### src/rtl/key_event_decoder.sv
//------------------------------------------------------------------------------
// key_event_decoder
//   Consumer end of the key debounce path. Classifies each key gesture as a
//   single click, a double click or a long press and emits one registered
//   1-cycle event flag per gesture.
//
// Ports
//   sys_clk      in   system clock (all registers on posedge)
//   sys_rst_n    in   asynchronous, active-low reset
//   key_flag     in   debounced press pulse, 1 cycle wide
//   key_in       in   raw key level, 0 = pressed (release detection only)
//   single_flag  out  1-cycle pulse: single click recognised
//   double_flag  out  1-cycle pulse: double click recognised
//   long_flag    out  1-cycle pulse: long press recognised
//------------------------------------------------------------------------------
`timescale 1ns/1ps

module key_event_decoder #(
    parameter logic [25:0] CNT_LONG = 26'd49_999_999,
    parameter logic [24:0] CNT_DBL  = 25'd14_999_999,
    parameter logic [19:0] CNT_REL  = 20'd999_999
) (
    input  logic sys_clk,
    input  logic sys_rst_n,
    input  logic key_flag,
    input  logic key_in,
    output logic single_flag,
    output logic double_flag,
    output logic long_flag
);

    localparam logic [25:0] LONG_LAST = CNT_LONG - 26'd1;
    localparam logic [24:0] DBL_LAST  = CNT_DBL  - 25'd1;
    localparam logic [19:0] REL_LAST  = CNT_REL  - 20'd1;

    typedef enum logic [2:0] {
        IDLE,
        PRESS1,
        LONG_HOLD,
        WAIT2,
        PRESS2
    } state_e;

    state_e      state_q, state_d;
    logic [25:0] hold_cnt_q, hold_cnt_d;
    logic [24:0] gap_cnt_q,  gap_cnt_d;
    logic [19:0] rel_cnt_q,  rel_cnt_d;
    logic        single_q, single_d;
    logic        double_q, double_d;
    logic        long_q,   long_d;

    logic        rel_evt;
    logic        long_hit;
    logic        gap_hit;
    logic        rel_allowed;
    logic        enter_press;

    // Only the "key down" states care about a confirmed release.
    assign rel_allowed = (state_q == PRESS1) || (state_q == LONG_HOLD) ||
                         (state_q == PRESS2);
    assign rel_evt     = (rel_cnt_q == REL_LAST) && key_in && rel_allowed;
    assign long_hit    = (hold_cnt_q == LONG_LAST);
    assign gap_hit     = (gap_cnt_q == DBL_LAST);
    // A new press starts from a clean release count so a stale saturated
    // count cannot fire an immediate release.
    assign enter_press = key_flag && ((state_q == IDLE) || (state_q == WAIT2));

    // State and counter registers
    always_ff @(posedge sys_clk or negedge sys_rst_n) begin
        if (!sys_rst_n) begin
            state_q    <= IDLE;
            hold_cnt_q <= '0;
            gap_cnt_q  <= '0;
            rel_cnt_q  <= '0;
            single_q   <= 1'b0;
            double_q   <= 1'b0;
            long_q     <= 1'b0;
        end else begin
            state_q    <= state_d;
            hold_cnt_q <= hold_cnt_d;
            gap_cnt_q  <= gap_cnt_d;
            rel_cnt_q  <= rel_cnt_d;
            single_q   <= single_d;
            double_q   <= double_d;
            long_q     <= long_d;
        end
    end

    // Next-state and counter logic
    always_comb begin
        state_d    = state_q;
        hold_cnt_d = hold_cnt_q;
        gap_cnt_d  = gap_cnt_q;

        if (!key_in) begin
            rel_cnt_d = '0;
        end else if (rel_cnt_q != REL_LAST) begin
            rel_cnt_d = rel_cnt_q + 20'd1;
        end else begin
            rel_cnt_d = rel_cnt_q;
        end
        if (enter_press) begin
            rel_cnt_d = '0;
        end

        case (state_q)
            IDLE: begin
                if (key_flag) begin
                    state_d    = PRESS1;
                    hold_cnt_d = '0;
                end
            end
            PRESS1: begin
                if (hold_cnt_q != '1) begin
                    hold_cnt_d = hold_cnt_q + 26'd1;
                end
                // Long threshold beats a simultaneous release; the gesture
                // is then complete, so go straight back to IDLE.
                if (long_hit) begin
                    state_d = rel_evt ? IDLE : LONG_HOLD;
                end else if (rel_evt) begin
                    state_d   = WAIT2;
                    gap_cnt_d = '0;
                end
            end
            LONG_HOLD: begin
                if (rel_evt) begin
                    state_d = IDLE;
                end
            end
            WAIT2: begin
                gap_cnt_d = gap_cnt_q + 25'd1;
                // A second press on the expiry cycle still counts as double.
                if (key_flag) begin
                    state_d = PRESS2;
                end else if (gap_hit) begin
                    state_d = IDLE;
                end
            end
            PRESS2: begin
                if (rel_evt) begin
                    state_d = IDLE;
                end
            end
            default: begin
                state_d = IDLE;
            end
        endcase
    end

    // Output decode, registered one cycle later
    always_comb begin
        single_d = (state_q == WAIT2)  && gap_hit && !key_flag;
        double_d = (state_q == PRESS2) && rel_evt;
        long_d   = (state_q == PRESS1) && long_hit;
    end

    assign single_flag = single_q;
    assign double_flag = double_q;
    assign long_flag   = long_q;

endmodule

### config.mk
export PLATFORM = sky130hd
export DESIGN_NAME = key_event_decoder
export DESIGN_NICKNAME = d
export VERILOG_FILES = /design/src/rtl/key_event_decoder.sv
export SDC_FILE = /design/constraint.sdc
export NUM_CORES = 1
export LEC_CHECK = 0
export ABC_AREA = 1
export CAP_MARGIN = 20
export CORE_UTILIZATION = 45
export CTS_BUF_LIST = sky130_fd_sc_hd__clkbuf_16
export DETAILED_ROUTE_END_ITERATION = 10
export SLEW_MARGIN = 30
export SYNTH_ARGS = -nofsm -noshare
export SYNTH_HDL_FRONTEND = slang
export SYNTH_SLANG_ARGS = --single-unit
### constraint.sdc
create_clock -name sys_clk -period 3.1 [get_ports sys_clk]
set_input_delay 0.465 -clock sys_clk [delete_from_list [all_inputs] [get_ports sys_clk]]
set_output_delay 0.465 -clock sys_clk [all_outputs]
set_load 0.05 [all_outputs]
==> results.txt, run 1 <==
Status -> finished, final reports clean
Top post-synthesis cells by area -> dfrtp_1 39%, nand2_1 19%, nand3_1 8.2%
Pin count of the biggest net entering global routing -> 50
RSZ-0062 raised after global routing -> no
GPL Wtd Cong -> 0.910
Yosys warnings -> 0
Die width -> 107 um
Async SR Flop Fraction -> 100%
CP Launch Type -> flip-flop
Postcts setup bufs -> 0
Final Hold Viols -> 0
Type of the most critical hold path -> input port to asynchronous set/reset pin
Initial cell density of the core -> 46.1%
Final WS setup -> 0.616 ns
Final worst path period share -> 80.1%
Number of global-route vias before repair -> 4420
Worst rel slew slack -> 50.6%
FF+latch count, synth -> 77
Post-Synthesis Cells -> 736
DPL Wire Length -> 9030 um
Min cycle time layout -> 2.48 ns
Via density -> 5.22
Max IR drop VDD -> 0.413 mV
Total Routing Usage GR -> 23.3%
CTS Root Cell -> clkbuf_16
Synthesized area per cell -> 6.79 sq um
Post-synthesis sequential area ratio -> 38.5%
CTS sink count -> 77
Tot Pwr -> 2.84 mW
Gr ovfl total -> 0
Routed Antenna Nets -> 0
Layout cells sized above 1 -> 7.63%
Crit-path slowest cell -> nand3_2
Post_cts resized -> 0
Finished Core Util -> 50.4%
Max Root-Sink Buffers -> 2
Worst-margin pin slew -> 0.738 ns
Rows -> 38
First-pass GRT wire length -> 21000 um
Cell Pwr Density -> 520 mW/mm^2
Post-Layout Cell Count -> 887
Synth Cell Area -> 0.00500 sq mm
Inserted Diodes -> 0
Worst skew pair latency -> 0.34 ns
Critical Path AT -> 2.72 ns
Post-synth EDFFs -> 0
WL/cell -> 13.7 um
Routed WL -> 12200 um
Largest stage delay, worst path -> 0.57 ns
Routed vias -> 4632
DR iter-0 viols -> 294
Die area -> 0.0115 sq mm
Critical-path cell list -> inv_1 > nor2_2 > nand2_1 > inv_2 > nand3_1 > nand3_2 > o21ai_0
Dominant cell type by area after synthesis -> dfrtp_1
Num ports -> 7
WS Path Type -> flip-flop to flip-flop
Setup WS pre-CTS -> 0.583 ns
Post-Place Cells -> 872
Leak -> 2.50 nW
Syn nets -> 746
Primary FF master, synth -> dfrtp_1
Max-cap violation count -> 0
DR DRC count -> 0
WP data required -> 3.33 ns
PortBufs -> 6
Worst Path Max Fanout -> 40
Initial DRT Pass Iterations -> 4
Placed Area -> 0.00517 sq mm
WP buf/inv -> 2
Setup Viol. Count Final -> 0
Count of cell types in the netlist -> 39
CTS Hold Buffers Added -> 0
Share of the synthesized area in the top cell type -> 38.5%
TritonCTS clock tree -> done
Core box area -> 0.0108 sq mm
Final setup TNS -> 0 ns
Pins Over Slew Limit -> 0
H-tree depth -> 3
Layout area overhead -> 9.21%
CTS Buf Count -> 9
Die Y -> 107 um
Fin Hold WS -> 0.0513 ns
Max Fclk -> 403 MHz
Initial antenna violation count -> 0
Clock transition at the registers of the reported paths -> 0.06 ns
Clock Skew -> 0.00816 ns
Crit path max-delay family -> simple AND/OR/NAND/NOR gates
CP Capture Type -> flip-flop
Final net count -> 753
Design area -> 0.00546 sq mm
synthesized netlist by cell type, types with 3 or more instances:
| cell type | n |
|---|---|
| a21o_1 | 4 |
| a21oi_1 | 5 |
| buf_6 | 5 |
| clkbuf_1 | 3 |
| dfrtp_1 | 77 |
| ha_1 | 6 |
| inv_1 | 67 |
| inv_2 | 5 |
| nand2_1 | 248 |
| nand2_2 | 8 |
| nand3_1 | 82 |
| nand3b_1 | 3 |
| nand4_1 | 16 |
| nor2_1 | 89 |
| nor2_2 | 5 |
| nor3_1 | 26 |
| nor4_1 | 6 |
| o21ai_0 | 17 |
| o21ai_1 | 12 |
| or2_2 | 15 |
| xnor2_1 | 6 |
| xor2_1 | 10 |
sequential cells by signal (all words and copies together) (netlist names):
signal,flops
hold_cnt_q,26
long_flag,1
gap_cnt_q,25
single_flag,1
state_q,3
rel_cnt_q,20
double_flag,1
logic make-up after synthesis:
family	count (synthesis)	synth area share, %
buf+inv	84	7.23
flops	77	38.5
compound gates	47	5.63
simple gates	506	44.3
xor+xnor	16	2.80
fa+ha+maj	6	1.50
layout make-up:
cell class                 count  area, sq um
fill                        1090         5380
multi-input combinational    575         2710
sequential                    77         1930
inverter                      73          274
clock buffer                   9          225
tap                          140          175
timing repair buffer           7         85.1
clock inverter                 6         62.6
cell usage in the layout, fill, tap and decap left out, types with 6 or more instances in the layout:
| cell | instances |
|---|---|
| dfrtp_1 | 77 |
| nand2_1 | 248 |
| nand3_1 | 82 |
| o21ai_1 | 12 |
| nor3_1 | 26 |
| nand2_2 | 8 |
| nor2_1 | 89 |
| clkbuf_16 | 9 |
| nand4_1 | 16 |
| xnor2_1 | 6 |
| or2_2 | 15 |
| xor2_1 | 10 |
| ha_1 | 6 |
| inv_1 | 67 |
| nor4_1 | 6 |
| o21ai_0 | 17 |
worst paths after layout:
kind / cells after the start / slack (ns) / to / startpoint
worst min-delay path: 1 / 0.05 / hold_cnt_q[23] / sys_rst_n
worst min register to register: 2 / 0.50 / gap_cnt_q[24] / gap_cnt_q[24]
worst max register to register: 7 / 0.62 / hold_cnt_q[25] / state_q[0]
min in group sys_clk: 2 / 0.50 / gap_cnt_q[24] / gap_cnt_q[24]
max in group asynchronous: 2 / 2.46 / gap_cnt_q[12] / sys_rst_n
worst max-delay path: 7 / 0.62 / hold_cnt_q[25] / state_q[0]
metal layers:
layer,vias to the layer above,global-route usage [%],part of all wire (%)
li1,2381,-,-
met2,89,38.6,47
met5,-,0,0
met4,0,6.16,0.87
met3,9,5.02,4.5
met1,2153,30.7,47
report_power, final:
group	internal [mW]	switching, mW	total, mW	leakage [nW]
Clock	0.619	0.426	1.04	0.145
Combinational	0.151	0.500	0.650	1.28
Sequential	1.06	0.0817	1.14	1.07
Total	1.83	1.01	2.84	2.50
Power figures use the tool's default switching activity.
==> run 2: changes to the inputs <==
Clock period 3.1 ns to 2.5 ns, I/O delays scaled along.
==> results.txt, run 2 (same netlist as run 1, synthesis figures left out) <==
Status -> finished, final reports clean
Type of the most critical hold path -> flip-flop to flip-flop
Core box area -> 0.0108 sq mm
Post-Place Cells -> 876
Top reg by flops -> hold_cnt_q
Crit. Startpoint -> hold_cnt_q[0]
Min cycle time layout -> 2.01 ns
Via density -> 5.16
Worst rel slew slack -> 52.6%
Worst reg-to-reg setup slack -> 0.49 ns
DR DRC count -> 0
Setup Viol. Count Final -> 0
Num ports -> 7
Initial antenna violation count -> 0
Die Y -> 107 um
Clock Skew -> 0.00708 ns
Critical Path AT -> 2.27 ns
Routed vias -> 4605
TritonCTS clock tree -> done
H-tree depth -> 3
Finished Core Util -> 51.1%
Routed WL -> 11700 um
First-pass GRT wire length -> 19900 um
Crit path to -> gap_cnt_q[13]
Max IR drop VDD -> 0.299 mV
Final worst path period share -> 80.2%
Gr ovfl total -> 0
Biggest regs -> hold_cnt_q (26), gap_cnt_q (25), rel_cnt_q (20)
WL/cell -> 13.1 um
Worst skew pair latency -> 0.34 ns
Final Hold Viols -> 0
DPL Wire Length -> 8900 um
Total Routing Usage GR -> 22.0%
Worst-margin pin slew -> 0.707 ns
Number of global-route vias before repair -> 4241
Hold Crit Start -> gap_cnt_q[24]
CTS Root Cell -> clkbuf_16
CTS sink count -> 77
CP Capture Type -> flip-flop
CP Launch Type -> flip-flop
Initial cell density of the core -> 46.1%
Pins Over Slew Limit -> 0
Max-cap violation count -> 0
Final setup TNS -> 0 ns
GPL Wtd Cong -> 0.902
Rows -> 38
Leak -> 2.53 nW
Clock transition at the registers of the reported paths -> 0.06 ns
Initial DRT Pass Iterations -> 5
Worst reg2reg path startpoint -> hold_cnt_q[0]
Post_cts resized -> 0
Inserted Diodes -> 0
Post-Layout Cell Count -> 893
WP data required -> 2.77 ns
CTS Buf Count -> 9
Layout cells sized above 1 -> 7.97%
Max Root-Sink Buffers -> 2
Layout area overhead -> 10.7%
Commonest non-fill, non-tap cell in the layout -> nand2_1
Final net count -> 758
Pin count of the biggest net entering global routing -> 48
Fin Hold WS -> 0.502 ns
Commonest cells after routing, fill and taps aside -> 248 x nand2_1, 89 x nor2_1, 82 x nand3_1
Worst Path Max Fanout -> 25
Max Fclk -> 499 MHz
DR iter-0 viols -> 285
PortBufs -> 6
Worst reg2reg path depth -> 9
Die area -> 0.0115 sq mm
RSZ-0062 raised after global routing -> no
Max reg flops -> 26
Cell Pwr Density -> 664 mW/mm^2
Die width -> 107 um
WS Path Type -> flip-flop to flip-flop
Worst r2r dst -> gap_cnt_q[13]
Routed Antenna Nets -> 0
run 2: worst min path at each step:
stage,to,slack (ns),cells after the start
after floorplan,double_flag,0.08,0
after global placement,hold_cnt_q[13],0.34,1
after detailed placement,hold_cnt_q[19],0.35,1
after CTS,state_q[0],0.51,2
after global routing,state_q[0],0.52,2
final,gap_cnt_q[24],0.50,2
run 2: final cells by class:
class	instances	area [sq um]
clock inverter	7	90.1
tap	140	175
inverter	73	274
clock buffer	9	225
fill	1116	5310
sequential	77	1930
multi-input combinational	575	2710
timing repair buffer	12	130
run 2: where the power goes:
part           switching [mW]  internal, mW  total [mW]
Combinational           0.617         0.254       0.871
Clock                   0.516         0.869        1.38
Sequential              0.101          1.32        1.42
run 2: metal layers:
metal,vias to the layer above,wire length (um),GRT usage (%)
met4,0,108,6.36
met5,-,0,0
met2,69,5510,35.5
met1,2138,5690,30.3
met3,8,406,3.69
li1,2390,-,-
run 2: worst max-delay path: stages (launching register included):
cell and delay [ns]:
dfrtp_1 0.43, inv_1 0.11, ha_1 0.17, nand2_1 0.05
nand3b_1 0.14, nor2_1 0.08, nand2_1 0.13, o211ai_4 0.60
nand2_1 0.11, nand2_1 0.09
run 2: repair_timing:
item	4_1_cts	5_1_grt
hold endpoints to repair	29	0
hold buffers	1	0
setup buffers	0	0
run 2: through the flow:
stage          worst slack (ns)  cell area, sq um  total power [mW]
2_1_floorplan             0.832              5000              2.14
3_3_place_gp              0.372              5210              2.31
3_5_place_dp              0.312              5210              2.32
4_1_cts                   0.451              5530              3.73
5_1_grt                   0.241              5530              3.90
6_report                  0.495              5530              3.68
==> run 3: changes to the inputs <==
Clock period 2.5 ns to 1.7 ns, I/O delays scaled along.
==> results.txt, run 3 (same netlist as run 1, synthesis figures left out) <==
Status -> finished, violations left
Violated checks -> setup timing
Max reg flops -> 26
Leak -> 3.12 nW
Die Y -> 107 um
Routed vias -> 5062
First-pass GRT wire length -> 22100 um
Post-Place Cells -> 937
Max IR drop VDD -> 0.450 mV
CTS sink count -> 77
Crit path max-delay family -> simple AND/OR/NAND/NOR gates
WP buf/inv -> 2
Routed WL -> 14000 um
Tot Pwr -> 6.42 mW
GR Layer Usage met3 -> 2.78%
DR DRC count -> 0
Final WS setup -> -0.0125 ns
Max Root-Sink Buffers -> 2
Top reg by flops -> hold_cnt_q
Type of the most critical hold path -> input port to asynchronous set/reset pin
H-tree depth -> 3
Core box area -> 0.0108 sq mm
Worst skew pair latency -> 0.33 ns
Critical path depth -> 8
Setup Viol. Count Final -> 3
Critical Path AT -> 1.97 ns
Layout cells sized above 1 -> 27.6%
Met1 usage -> 32.6%
Crit-path slowest cell -> dfrtp_1
Max Fclk -> 584 MHz
TritonCTS clock tree -> done
Initial cell density of the core -> 46.1%
Setup WS pre-CTS -> -0.106 ns
Area of the multi-input gates -> 0.00305 sq mm
Routed Antenna Nets -> 0
Design area -> 0.00656 sq mm
Min cycle time layout -> 1.71 ns
Max-cap violation count -> 0
WL/cell -> 14.4 um
CP Capture Type -> flip-flop
CTS Root Cell -> clkbuf_16
Worst rel slew slack -> 74.9%
Clock transition at the registers of the reported paths -> 0.06 ns
GPL Wtd Cong -> 0.910
CTS Buf Count -> 9
Clock Skew -> 0.00623 ns
PortBufs -> 6
Initial antenna violation count -> 0
Total Routing Usage GR -> 24.2%
Final Hold Viols -> 0
DR iter-0 viols -> 221
Pins Over Slew Limit -> 0
Biggest regs -> hold_cnt_q (26), gap_cnt_q (25), rel_cnt_q (20)
Post-Layout Cell Count -> 971
Final net count -> 837
Fin Hold WS -> 0.279 ns
Inserted Diodes -> 0
Sequential cell area -> 0.00193 sq mm
Placed Area -> 0.00568 sq mm
Critical-path cell list -> or2_4 > inv_2 > nand2_2 > or2_4 > nand3_4 > clkbuf_16 > nand2_2 > o21ai_1
Number of global-route vias before repair -> 4780
Busiest grt layer -> met2
Num ports -> 7
GR Util met2 -> 40.0%
WS Path Type -> flip-flop to flip-flop
Initial DRT Pass Iterations -> 5
Gr ovfl total -> 0
Commonest non-fill, non-tap cell in the layout -> nand2_1
Largest stage delay, worst path -> 0.42 ns
Die width -> 107 um
CP Launch Type -> flip-flop
Worst reg2reg path depth -> 8
Rows -> 38
Worst Path Max Fanout -> 7
Pin count of the biggest net entering global routing -> 49
DPL Wire Length -> 9730 um
Cell Pwr Density -> 979 mW/mm^2
WP data required -> 1.96 ns
Commonest cells after routing, fill and taps aside -> 212 x nand2_1, 81 x nor2_1, 78 x nand3_1
RSZ-0062 raised after global routing -> yes
Via density -> 5.21
Layout area overhead -> 31.1%
Die area -> 0.0115 sq mm
Worst-margin pin slew -> 0.373 ns
Fill cells -> 1019
Final worst path period share -> 101%
## run 3: cell types whose count changed in the layout (fill, tap and decap cells not counted), sizes merged
cell and change:
bufinv -1, clkdlybuf4s50 -3, inv +1, clkinv -1, buf +78, clkbuf +4
## run 3: metal layers
layer	wire length, um	up-vias
met5	0	-
met4	279	0
met3	679	29
met2	6790	116
met1	6220	2358
li1	-	2559
## run 3: metrics by stage
step / setup TNS (ns) / util (%)
2_1_floorplan: 0 / -
3_3_place_gp: -0.549 / 52.4
5_1_grt: -2.14 / 60.5
6_report: -0.0220 / 60.5
4_1_cts: 0 / 55.3
3_5_place_dp: -1.34 / 52.4
## run 3: worst paths after layout
kind	from	slack (ns)	endpoint
max reg2reg	state_q[1]	-0.01	hold_cnt_q[17]
max	state_q[1]	-0.01	hold_cnt_q[17]
min reg2reg	gap_cnt_q[24]	0.50	gap_cnt_q[24]
min	sys_rst_n	0.28	hold_cnt_q[23]
max in group asynchronous	sys_rst_n	0.89	hold_cnt_q[19]
min in group sys_clk	gap_cnt_q[24]	0.50	gap_cnt_q[24]
## run 3: cell type report
| type | count | area share (%) |
|---|---|---|
| well taps | 140 | 2.67 |
| clock inverters | 6 | 0.859 |
| flip-flops and latches | 77 | 29.5 |
| inverters | 73 | 4.22 |
| multi-input cells | 575 | 46.6 |
| repair buffers | 91 | 12.7 |
| clock buffers | 9 | 3.44 |
## run 3: timing repair
action | in CTS | in global routing
cloned | 0 | 5
resized for setup | 6 | 120
endpoints found under the hold margin | 24 | 0
hold buffers | 1 | 0
pin swaps | 1 | 22
setup buffers | 1 | 12
endpoints found under the setup margin | 7 | 72
## run 3: power breakdown
group          switching [mW]  total (mW)  internal [mW]
registers               0.138        2.08           1.94
logic                    1.39        2.48           1.10
clock network           0.739        1.85           1.12
total                    2.26        6.42           4.15
